<file path="config.mk">
export PLATFORM = sky130hd
export DESIGN_NAME = uart_rx_apb_ctrl
export DESIGN_NICKNAME = d
export VERILOG_FILES = /design/src/rtl/uart_rx_apb_ctrl_pkg.sv /design/src/rtl/uart_rx_apb_ctrl_xfer.sv /design/src/rtl/uart_rx_apb_ctrl.sv
export SDC_FILE = /design/constraint.sdc
export NUM_CORES = 1
export LEC_CHECK = 0
export ABC_CLOCK_PERIOD_IN_PS = 4900
export CORE_MARGIN = 2
export CORE_UTILIZATION = 30
export CTS_BUF_LIST = sky130_fd_sc_hd__clkbuf_2
export DETAILED_ROUTE_END_ITERATION = 16
export GPL_ROUTABILITY_DRIVEN = 0
export SYNTH_ARGS = -nofsm -noshare
export SYNTH_HDL_FRONTEND = slang
export SYNTH_SLANG_ARGS = --single-unit
</file>
<file path="constraint.sdc">
create_clock -name clk -period 4.9 [get_ports clk]
set_input_delay 1.225 -clock clk [delete_from_list [all_inputs] [get_ports clk]]
set_output_delay 1.225 -clock clk [all_outputs]
set_load 0.02 [all_outputs]
</file>
<file path="src/rtl/uart_rx_apb_ctrl_pkg.sv">
// Shared widths, register map and helpers for the UART RX APB
// sequencer and its APB master sub-block.
package uart_rx_apb_ctrl_pkg;

  localparam int APB_ADDR_WD          = 8;
  localparam int APB_DATA_WD          = 32;
  localparam int UART_NUMB_DIV_CLK_WD = 16;
  localparam int UART_NUMB_BIT_WD     = 4;
  localparam int UART_ENUM_PARITY_WD  = 2;
  localparam int UART_SIZE_STOP_WD    = 2;
  localparam int UART_NUMB_BIT_MAX    = 8;

  localparam logic [APB_ADDR_WD-1:0] UART_CFG_DIV_CLK = 8'h00;
  localparam logic [APB_ADDR_WD-1:0] UART_CFG_NUM_BIT = 8'h04;
  localparam logic [APB_ADDR_WD-1:0] UART_CFG_PARITY  = 8'h08;
  localparam logic [APB_ADDR_WD-1:0] UART_CFG_STOP    = 8'h0C;
  localparam logic [APB_ADDR_WD-1:0] UART_FDB_DATA    = 8'h10;

  function automatic logic [APB_ADDR_WD-1:0] cfg_addr(
    input logic [1:0] idx
  );
    logic [APB_ADDR_WD-1:0] a;
    a = UART_CFG_DIV_CLK;
    unique case (idx)
      2'd0: a = UART_CFG_DIV_CLK;
      2'd1: a = UART_CFG_NUM_BIT;
      2'd2: a = UART_CFG_PARITY;
      2'd3: a = UART_CFG_STOP;
      default: a = UART_CFG_DIV_CLK;
    endcase
    return a;
  endfunction

endpackage

</file>
<file path="src/rtl/uart_rx_apb_ctrl_xfer.sv">
// Two-phase APB master: SETUP/ACCESS driven by the caller, ack
// returned on write ACCESS or RD_LAT cycles after a read ACCESS.
module apb_mst_xfer
  import uart_rx_apb_ctrl_pkg::*;
#(
  parameter int RD_LAT = 1
) (
  input  logic                   clk,
  input  logic                   rstn,
  input  logic                   i_setup,
  input  logic                   i_access,
  input  logic [APB_ADDR_WD-1:0] i_addr,
  input  logic                   i_wr,
  input  logic [APB_DATA_WD-1:0] i_wdata,
  output logic [APB_ADDR_WD-1:0] o_paddr,
  output logic                   o_psel,
  output logic                   o_penable,
  output logic                   o_pwrite,
  output logic [APB_DATA_WD-1:0] o_pwdata,
  input  logic [APB_DATA_WD-1:0] i_prdata,
  output logic                   o_ack,
  output logic [APB_DATA_WD-1:0] o_rdata
);

  logic [1:0] r_cnt;
  logic       r_wait;
  logic       w_sel;

  assign w_sel     = i_setup | i_access;
  assign o_psel    = w_sel;
  assign o_penable = i_access;
  assign o_paddr   = w_sel ? i_addr : '0;
  assign o_pwrite  = w_sel & i_wr;
  assign o_pwdata  = (w_sel & i_wr) ? i_wdata : '0;
  assign o_rdata   = i_prdata;

  assign o_ack = (i_access & (i_wr | (RD_LAT == 0)))
               | (r_wait & (r_cnt == 2'd0));

  always_ff @(posedge clk or negedge rstn) begin
    if (!rstn) begin
      r_wait <= 1'b0;
      r_cnt  <= 2'd0;
    end else if (i_access && !i_wr && RD_LAT != 0) begin
      r_wait <= 1'b1;
      r_cnt  <= 2'(RD_LAT - 1);
    end else if (r_wait) begin
      if (r_cnt == 2'd0) r_wait <= 1'b0;
      else               r_cnt  <= r_cnt - 2'd1;
    end
  end

endmodule

</file>
<file path="src/rtl/uart_rx_apb_ctrl.sv">
// APB sequencer: programs the UART RX config registers, then
// drains the RX FIFO into a valid/ready byte stream.
module uart_rx_apb_ctrl
  import uart_rx_apb_ctrl_pkg::*;
#(
  parameter int RD_LAT    = 1,
  parameter int NUM_RD_WD = 16
) (
  input  logic                            clk,
  input  logic                            rstn,
  input  logic                            start_i,
  input  logic                            stop_i,
  input  logic [UART_NUMB_DIV_CLK_WD-1:0] cfg_num_div_clk_i,
  input  logic [UART_NUMB_BIT_WD-1:0]     cfg_num_bit_i,
  input  logic [UART_ENUM_PARITY_WD-1:0]  cfg_enm_parity_i,
  input  logic [UART_SIZE_STOP_WD-1:0]    cfg_siz_stop_i,
  input  logic [NUM_RD_WD-1:0]            cfg_num_rd_i,
  output logic [APB_ADDR_WD-1:0]          paddr_o,
  output logic                            psel_o,
  output logic                            penable_o,
  output logic                            pwrite_o,
  output logic [APB_DATA_WD-1:0]          pwdata_o,
  input  logic [APB_DATA_WD-1:0]          prdata_i,
  input  logic                            ready_i,
  output logic                            val_o,
  output logic [UART_NUMB_BIT_MAX-1:0]    dat_o,
  input  logic                            rdy_i,
  output logic                            busy_o,
  output logic                            done_o
);

  typedef enum logic [2:0] {
    S_IDLE, S_CFG_SETUP, S_CFG_ACCESS, S_POLL,
    S_RD_SETUP, S_RD_ACCESS, S_RD_WAIT, S_OUT
  } state_e;

  state_e r_state, w_nxt;

  logic [UART_NUMB_DIV_CLK_WD-1:0] r_div;
  logic [UART_NUMB_BIT_WD-1:0]     r_bit;
  logic [UART_ENUM_PARITY_WD-1:0]  r_par;
  logic [UART_SIZE_STOP_WD-1:0]    r_stp;
  logic [NUM_RD_WD-1:0]            r_num_rd, r_cnt, w_cnt_nx;
  logic [1:0]                      r_idx;
  logic                            r_stop, r_done;
  logic [UART_NUMB_BIT_MAX-1:0]    r_dat;

  logic                   w_done, w_stop, w_ack, w_cap;
  logic                   w_setup, w_access, w_wr;
  logic [APB_ADDR_WD-1:0] w_addr;
  logic [APB_DATA_WD-1:0] w_wdata, w_rdata;
  logic                   w_unused;

  assign w_unused = ^w_rdata[APB_DATA_WD-1:UART_NUMB_BIT_MAX];

  assign w_stop   = r_stop | stop_i;
  assign w_cnt_nx = (&r_cnt) ? r_cnt : r_cnt + 1'b1;
  assign w_setup  = (r_state == S_CFG_SETUP) | (r_state == S_RD_SETUP);
  assign w_access = (r_state == S_CFG_ACCESS) | (r_state == S_RD_ACCESS);
  assign w_wr     = (r_state == S_CFG_SETUP) | (r_state == S_CFG_ACCESS);
  assign w_cap    = w_ack & ((r_state == S_RD_ACCESS) | (r_state == S_RD_WAIT));

  always_comb begin
    w_addr  = UART_FDB_DATA;
    w_wdata = '0;
    if (w_wr) begin
      w_addr = cfg_addr(r_idx);
      unique case (r_idx)
        2'd0: w_wdata = APB_DATA_WD'(r_div);
        2'd1: w_wdata = APB_DATA_WD'(r_bit);
        2'd2: w_wdata = APB_DATA_WD'(r_par);
        2'd3: w_wdata = APB_DATA_WD'(r_stp);
        default: w_wdata = '0;
      endcase
    end
  end

  always_comb begin
    w_nxt  = r_state;
    w_done = 1'b0;
    unique case (r_state)
      S_IDLE:       if (start_i) w_nxt = S_CFG_SETUP;
      S_CFG_SETUP:  w_nxt = S_CFG_ACCESS;
      S_CFG_ACCESS: w_nxt = (r_idx == 2'd3) ? S_POLL : S_CFG_SETUP;
      S_POLL: begin
        if (w_stop) begin
          w_nxt  = S_IDLE;
          w_done = 1'b1;
        end else if (ready_i) begin
          w_nxt = S_RD_SETUP;
        end
      end
      S_RD_SETUP:  w_nxt = S_RD_ACCESS;
      S_RD_ACCESS: w_nxt = w_ack ? S_OUT : S_RD_WAIT;
      S_RD_WAIT:   if (w_ack) w_nxt = S_OUT;
      S_OUT: begin
        if (rdy_i) begin
          if (((r_num_rd != '0) && (w_cnt_nx == r_num_rd)) || w_stop) begin
            w_nxt  = S_IDLE;
            w_done = 1'b1;
          end else begin
            w_nxt = S_POLL;
          end
        end
      end
      default: w_nxt = S_IDLE;
    endcase
  end

  always_ff @(posedge clk or negedge rstn) begin
    if (!rstn) begin
      r_state  <= S_IDLE;
      r_done   <= 1'b0;
      r_div    <= '0;
      r_bit    <= '0;
      r_par    <= '0;
      r_stp    <= '0;
      r_num_rd <= '0;
      r_cnt    <= '0;
      r_idx    <= 2'd0;
      r_stop   <= 1'b0;
      r_dat    <= '0;
    end else begin
      r_state <= w_nxt;
      r_done  <= w_done;
      if (r_state == S_IDLE && start_i) begin
        r_div    <= cfg_num_div_clk_i;
        r_bit    <= cfg_num_bit_i;
        r_par    <= cfg_enm_parity_i;
        r_stp    <= cfg_siz_stop_i;
        r_num_rd <= cfg_num_rd_i;
        r_cnt    <= '0;
        r_idx    <= 2'd0;
        r_stop   <= 1'b0;
      end else begin
        if (stop_i && r_state != S_IDLE) r_stop <= 1'b1;
        if (r_state == S_CFG_ACCESS) r_idx <= r_idx + 2'd1;
        if (w_cap) r_dat <= w_rdata[UART_NUMB_BIT_MAX-1:0];
        if (r_state == S_OUT && rdy_i) r_cnt <= w_cnt_nx;
        // a pending stop is consumed by the return to IDLE
        if (w_nxt == S_IDLE) r_stop <= 1'b0;
      end
    end
  end

  apb_mst_xfer #(.RD_LAT(RD_LAT)) u_xfer (
    .clk       (clk),
    .rstn      (rstn),
    .i_setup   (w_setup),
    .i_access  (w_access),
    .i_addr    (w_addr),
    .i_wr      (w_wr),
    .i_wdata   (w_wdata),
    .o_paddr   (paddr_o),
    .o_psel    (psel_o),
    .o_penable (penable_o),
    .o_pwrite  (pwrite_o),
    .o_pwdata  (pwdata_o),
    .i_prdata  (prdata_i),
    .o_ack     (w_ack),
    .o_rdata   (w_rdata)
  );

  assign val_o  = (r_state == S_OUT);
  assign dat_o  = r_dat;
  assign busy_o = (r_state != S_IDLE);
  assign done_o = r_done;

endmodule

</file>
Word-level counts from Yosys, hierarchy flattened
Cells that the tools add are included.
Widths: inputs -> output; s select.
{"block": "word_totals", "register_bits": 74, "in_bits": 78, "output_inout_bits": 54, "wordCells": 93}
{"block": "classes", "bitwise_logic": 12, "addsub": 3, "reduce_logical": 20, "n_mux": 33, "eq_ne": 12}
{"op": "$pmux 32 s4", "n": 1}
{"op": "$mux 32", "n": 2}
{"op": "$mux 16", "n": 3}
{"op": "$pmux 8 s4", "n": 1}
{"op": "$pmux 3 s8", "n": 1}
{"op": "$add 16x1->16 const B", "n": 1}
{"op": "$eq 16x16->1", "n": 1}
{"op": "$mux 8", "n": 2}
{"op": "$reduce_and 16->1", "n": 1}
{"op": "$reduce_bool 16->1", "n": 1}
{"op": "$mux 3", "n": 5}
{"op": "$mux 2", "n": 7}
{"op": "$eq 3x3->1 const B", "n": 4}
{"op": "$mux 1", "n": 10}
{"op": "$or 1x1->1", "n": 7}
{"op": "$eq 3x2->1 const B", "n": 2}
{"op": "$logic_not 3->1", "n": 2}
{"op": "$reduce_bool 2->1", "n": 3}
{"op": "$reduce_bool 3->1", "n": 2}
{"op": "$logic_and 1x1->1", "n": 5}
{"op": "$and 1x1->1", "n": 4}
{"op": "$eq 2x2->1 const B", "n": 2}
{"op": "$logic_not 2->1", "n": 2}
{"op": "$reduce_and 2->1", "n": 2}
{"op": "9 further kinds", "n": 9}

Longest topological paths before layout
{"block": "depth", "word_depth": 11, "depth_mapped": 9, "ltp_nobuf": 8}

Hierarchy
A second synthesis with hierarchy kept.
{"block": "unflattened", "cells_unflattened": 566, "area_unflattened_um2": 4720.8}
{"module": "uart_rx_apb_ctrl", "n_inst": 1, "seq_area_each_um2": 1776.7, "cells_each": 473, "area_per_inst_um2": 4007.6}
{"module": "apb_mst_xfer", "n_inst": 1, "seq_area_each_um2": 75.1, "cells_each": 93, "area_per_inst_um2": 713.2}

Worst setup path before layout
No wires, ideal clock.
{"block": "synth_path", "kind": "reg-to-output", "startpoint": "register r_state[0]", "endpoint": "output port pwdata_o[10]", "path_slack_ns": 1.829, "n_path_buf": 3, "path_stages_with_launch": 8, "arrival_ns": 1.846, "path_cell_list": "dfrtp_1 clkbuf_1 xnor2_1 or2_2 clkbuf_1 inv_1 clkbuf_1 and3_1"}
{"block": "synth_between", "elab_chain_len": 5, "word_cells_on_any_way": 11, "classes_between": "eq/ne: 4; mux: 2; bitwise: 5"}
{"element": "start: declaration", "line": "uart_rx_apb_ctrl.sv:37", "rtl": "state_e r_state, w_nxt;"}
{"element": "start signal: assignment", "line": "uart_rx_apb_ctrl.sv:124", "rtl": "r_state <= w_nxt;"}
{"element": "$eq 3x1->1, or another cell as far along", "line": "uart_rx_apb_ctrl.sv:58, uart_rx_apb_ctrl.sv:60"}
{"element": "$or 1x1->1, on equally long branches", "line": "uart_rx_apb_ctrl.sv:58, uart_rx_apb_ctrl.sv:59"}
{"element": "$or 1x1->1", "line": "uart_rx_apb_ctrl_xfer.sv:29", "rtl": "assign w_sel = i_setup | i_access;"}
{"element": "$and 1x1->1 *"}
{"element": "named net pwrite_o", "line": "uart_rx_apb_ctrl.sv:21", "rtl": "output logic pwrite_o,"}
{"element": "$mux 32 *", "line": "uart_rx_apb_ctrl_xfer.sv:34", "rtl": "assign o_pwdata = (w_sel & i_wr) ? i_wdata : '0;"}
{"element": "end: declaration", "line": "uart_rx_apb_ctrl.sv:22", "rtl": "output logic [APB_DATA_WD-1:0] pwdata_o,"}
The timed path passes the listed nets; every way through them passes the cells marked *.

Worst setup path in the final report
{"block": "layout_path", "startpoint": "register r_state[1]", "endpoint": "output port pwdata_o[4]"}
{"block": "layout_between", "elab_chain_len": 5, "word_cells_on_any_way": 11, "classes_between": "eq/ne: 4; mux: 2; bitwise: 5"}
{"element": "$eq 3x1->1, or another cell as far along", "line": "uart_rx_apb_ctrl.sv:58, uart_rx_apb_ctrl.sv:60"}
{"element": "$or 1x1->1, on equally long branches", "line": "uart_rx_apb_ctrl.sv:58, uart_rx_apb_ctrl.sv:59"}
{"element": "$or 1x1->1", "line": "uart_rx_apb_ctrl_xfer.sv:29"}
{"element": "$and 1x1->1", "line": "uart_rx_apb_ctrl_xfer.sv:34"}
{"element": "$mux 32 *", "line": "uart_rx_apb_ctrl_xfer.sv:34"}
Every way passes the cells marked *; elsewhere a longest branch is shown, timed or not.

==> flow_summary_export.csv <==
group,metric,value,unit
status,outcome,"complete, no violations",
worst_setup_path,crit_fanout,13,
sta,tightest_slew,944,ps
pwr,p_leak,2.25,nW
clocking,cts.repair.resized,0,
placement,dp.cells,706,
logic_synthesis,syn_area_per_cell,9.96,um^2
floorplan,coreArea,0.0151,mm^2
logic_synthesis,yosysWarnings,0,
sta,tns,0,ps
sta,fin_skew,19.4,ps
finish,area_growth,20.1,%
worst_setup_path,cp.required,3670,ps
clocking,cts_tree,"built",
logic_synthesis,synthesis.area,0.00459,mm^2
sta,slew_headroom,37.1,%
route,ant_nets,0,
worst_setup_path,worstPathArrival,2740,ps
finish,nets,613,
worst_setup_path,critPathKind,"reg2out",
clocking,clkLatencyLatePin,530,ps
sta,hold_viol_final,0,
finish,design_area,0.00552,mm^2
pwr,p_int,0.00162,W
sta,timing.final.crit_share,81.0,%
pwr,pwr-share-seq,38.9,%
global_route,grt_pass1_wl,18.9,mm
logic_synthesis,ys_async_sr_fraction,100,%
clocking,cts_root_buf,"clkbuf_2",
logic_synthesis,synth-seq-cells,74,
clocking,clock_path_buffers,2,
hold_path,hold_path.class,"reg2reg",
global_route,grt_max_degree,75,
sta,layout_min_cycle_time,3970,ps
global_route,antenna_found_initial,0,
finish,drive_above_1_share,14.8,%
route,finalWirelength,11.6,mm
worst_setup_path,cp-end-kind,"output port",
pwr,ir_worst_vdd,0.269,mV
sta,rsz0062_at_grt,"no",
floorplan,io_pins,132,
finish,register_area,0.00185,mm^2
clocking,path_clk_slew,230,ps
pwr,p_per_area,498,mW/mm^2
finish,layout_common_cells,"clkdlybuf4s50_1 (85), dfrtp_1 (74), mux2_2 (45)",
placement,place_area,0.00540,mm^2
worst_setup_path,crit_path_start_kind,"flop",
finish,n_antenna_cell,0,
finish,final_common_cell,"clkdlybuf4s50_1",
logic_synthesis,yosysSeqAreaShare,40.3,%
pwr,switchingPower,0.00113,W
global_route,grt_pass1_vias,3800,
sta,final-max-slew-violation-count,0,
route,vias,3835,
clocking,cts_hold_buf,0,
floorplan,dieArea,0.0163,mm^2
pwr,switching_share,41.0,%
route,drt_iter0_drc,257,
route,drc,0,
logic_synthesis,syn_inst,461,
placement,place_hpwl,8.49,mm
route,drtPass1Iterations,5,
clocking,postCtsSetupBuffers,0,
floorplan,die_y,128,um
pwr,p_clk_share,12.5,%
floorplan,start_util,30.4,%
global_route,grt_util_all_layers,14.5,%
finish,fillers,1536,
logic_synthesis,synth_ff_type,"dfrtp_1",
floorplan,rows,45,
logic_synthesis,synth_edf_count,0,
clocking,numCtsBuffers,9,
finish,instances_no_fill,721,
pwr,p_total,0.00275,W
clocking,clkSinkCount,74,
floorplan,dieWidth,128,um
logic_synthesis,synth_cell_types,69,
global_route,gr-total-overflow,0,
finish,multi_input_area,0.00239,mm^2
clocking,cts_htree_levels,3,
sta,fmax,252,MHz
placement,portBuffers,86,
sta,setup_viol,0,
route,viasPerCell,5.32,
route,avgRoutedWirePerCell,16.1,um
flow_run,drv_cap,0,
pwr,comb_power_share,48.6,%
==> sequential cells by signal (all words and copies together), names as in the netlist <==
name	cells
r_state	3
r_div	16
u_xfer.r_cnt	2
done_o	1
r_stp	2
r_stop	1
r_num_rd	16
r_idx	2
r_par	2
r_cnt	16
dat_o	8
u_xfer.r_wait	1
r_bit	4
==> worst paths after layout <==
path | slack, ps | depth (start not counted) | end | from
setup reg to reg | 1860 | 8 | r_state[0] | r_cnt[1]
hold reg to reg | 530 | 1 | r_div[12] | r_div[12]
hold / removal | 530 | 1 | r_div[12] | r_div[12]
max in group asynchronous | 3480 | 1 | r_num_rd[10] | rstn
min in group asynchronous | 810 | 1 | done_o | rstn
setup / recovery | 930 | 5 | pwdata_o[4] | r_state[1]
==> per-layer routing <==
layer | vias up | GRT usage (%) | part of all wire (%)
met1 | 1854 | 17.5 | 40
met3 | 26 | 3.51 | 8.2
met5 | - | 0 | 0
met4 | 0 | 7.24 | 3.3
li1 | 1785 | - | -
met2 | 170 | 24.1 | 48
==> cells in the mapped netlist, drive strengths merged (3+ instances only) <==
| library cell | count | area share (%) |
|---|---|---|
| nand4 | 11 | 2.3 |
| mux2 | 45 | 11 |
| nor3 | 11 | 1.2 |
| ha | 6 | 1.6 |
| o41ai | 4 | 0.93 |
| nand3 | 9 | 1.2 |
| nor4 | 11 | 2.9 |
| o31ai | 3 | 0.49 |
| a21oi | 15 | 1.6 |
| a22oi | 3 | 0.49 |
| xnor2 | 8 | 1.5 |
| mux2i | 3 | 0.65 |
| and4 | 5 | 0.98 |
| nor2 | 40 | 3.3 |
| o21ai | 26 | 2.8 |
| buf | 27 | 4.2 |
| dfrtp | 74 | 40 |
| nor2b | 6 | 0.82 |
| and3 | 18 | 2.5 |
| o21a | 3 | 0.49 |
| a311oi | 4 | 0.76 |
| a211oi | 6 | 0.98 |
| nand2b | 7 | 0.95 |
| clkbuf | 24 | 3.9 |
| and2 | 3 | 0.41 |
| xor2 | 3 | 0.57 |
| inv | 13 | 1.1 |
| nand2 | 32 | 2.6 |
| a31oi | 5 | 0.68 |
==> power by group through the flow <==
stage	combinational, W	clock, W	sequential (W)
6_report	0.00133	0.000344	0.00107
2_1_floorplan	0.000876	0	0.00103
3_3_place_gp	0.00132	0	0.00107
3_5_place_dp	0.00134	0	0.00108
4_1_cts	0.00135	0.000361	0.00107
5_1_grt	0.00145	0.000388	0.00111
==> worst max-delay path, stage by stage (launching register included) <==
cell and delay, ps:
dfrtp_1 530, xnor2_1 190, or2_2 370, inv_1 300, and3_1 200, clkdlybuf4s50_1 630
==> per-stage QoR <==
| step | utilization [%] | hold WS [ps] | setup WS (ps) |
|---|---|---|---|
| after floorplan | - | 473 | 1830 |
| after global placement | 35.8 | 484 | 1510 |
| after detailed placement | 35.8 | 490 | 1500 |
| after CTS | 36.6 | 537 | 862 |
| after global routing | 36.6 | 556 | 713 |
| final | 36.6 | 531 | 932 |
==> area by class of cell <==
type                       instances  area share, %
inverter                          14          0.953
multi-input combinational        342           43.3
tap                              188           4.26
clock buffer                       9          0.817
clock inverter                     6           1.23
sequential                        74           33.6
timing repair buffer              88           15.8
==> kinds of logic after synthesis <==
kind of cell | count (synthesis) | share of synthesized area [%]
buffers and inverters | 65 | 9.27
AO/OA/AOI/OAI | 93 | 14.0
multiplexers | 48 | 11.7
AND/OR/NAND/NOR | 163 | 20.9
adder cells (fa/ha/maj) | 6 | 1.64
XOR/XNOR | 11 | 2.10
flip-flops | 74 | 40.3
other | 1 | 0.0817
(Power assumes the default switching activity.)
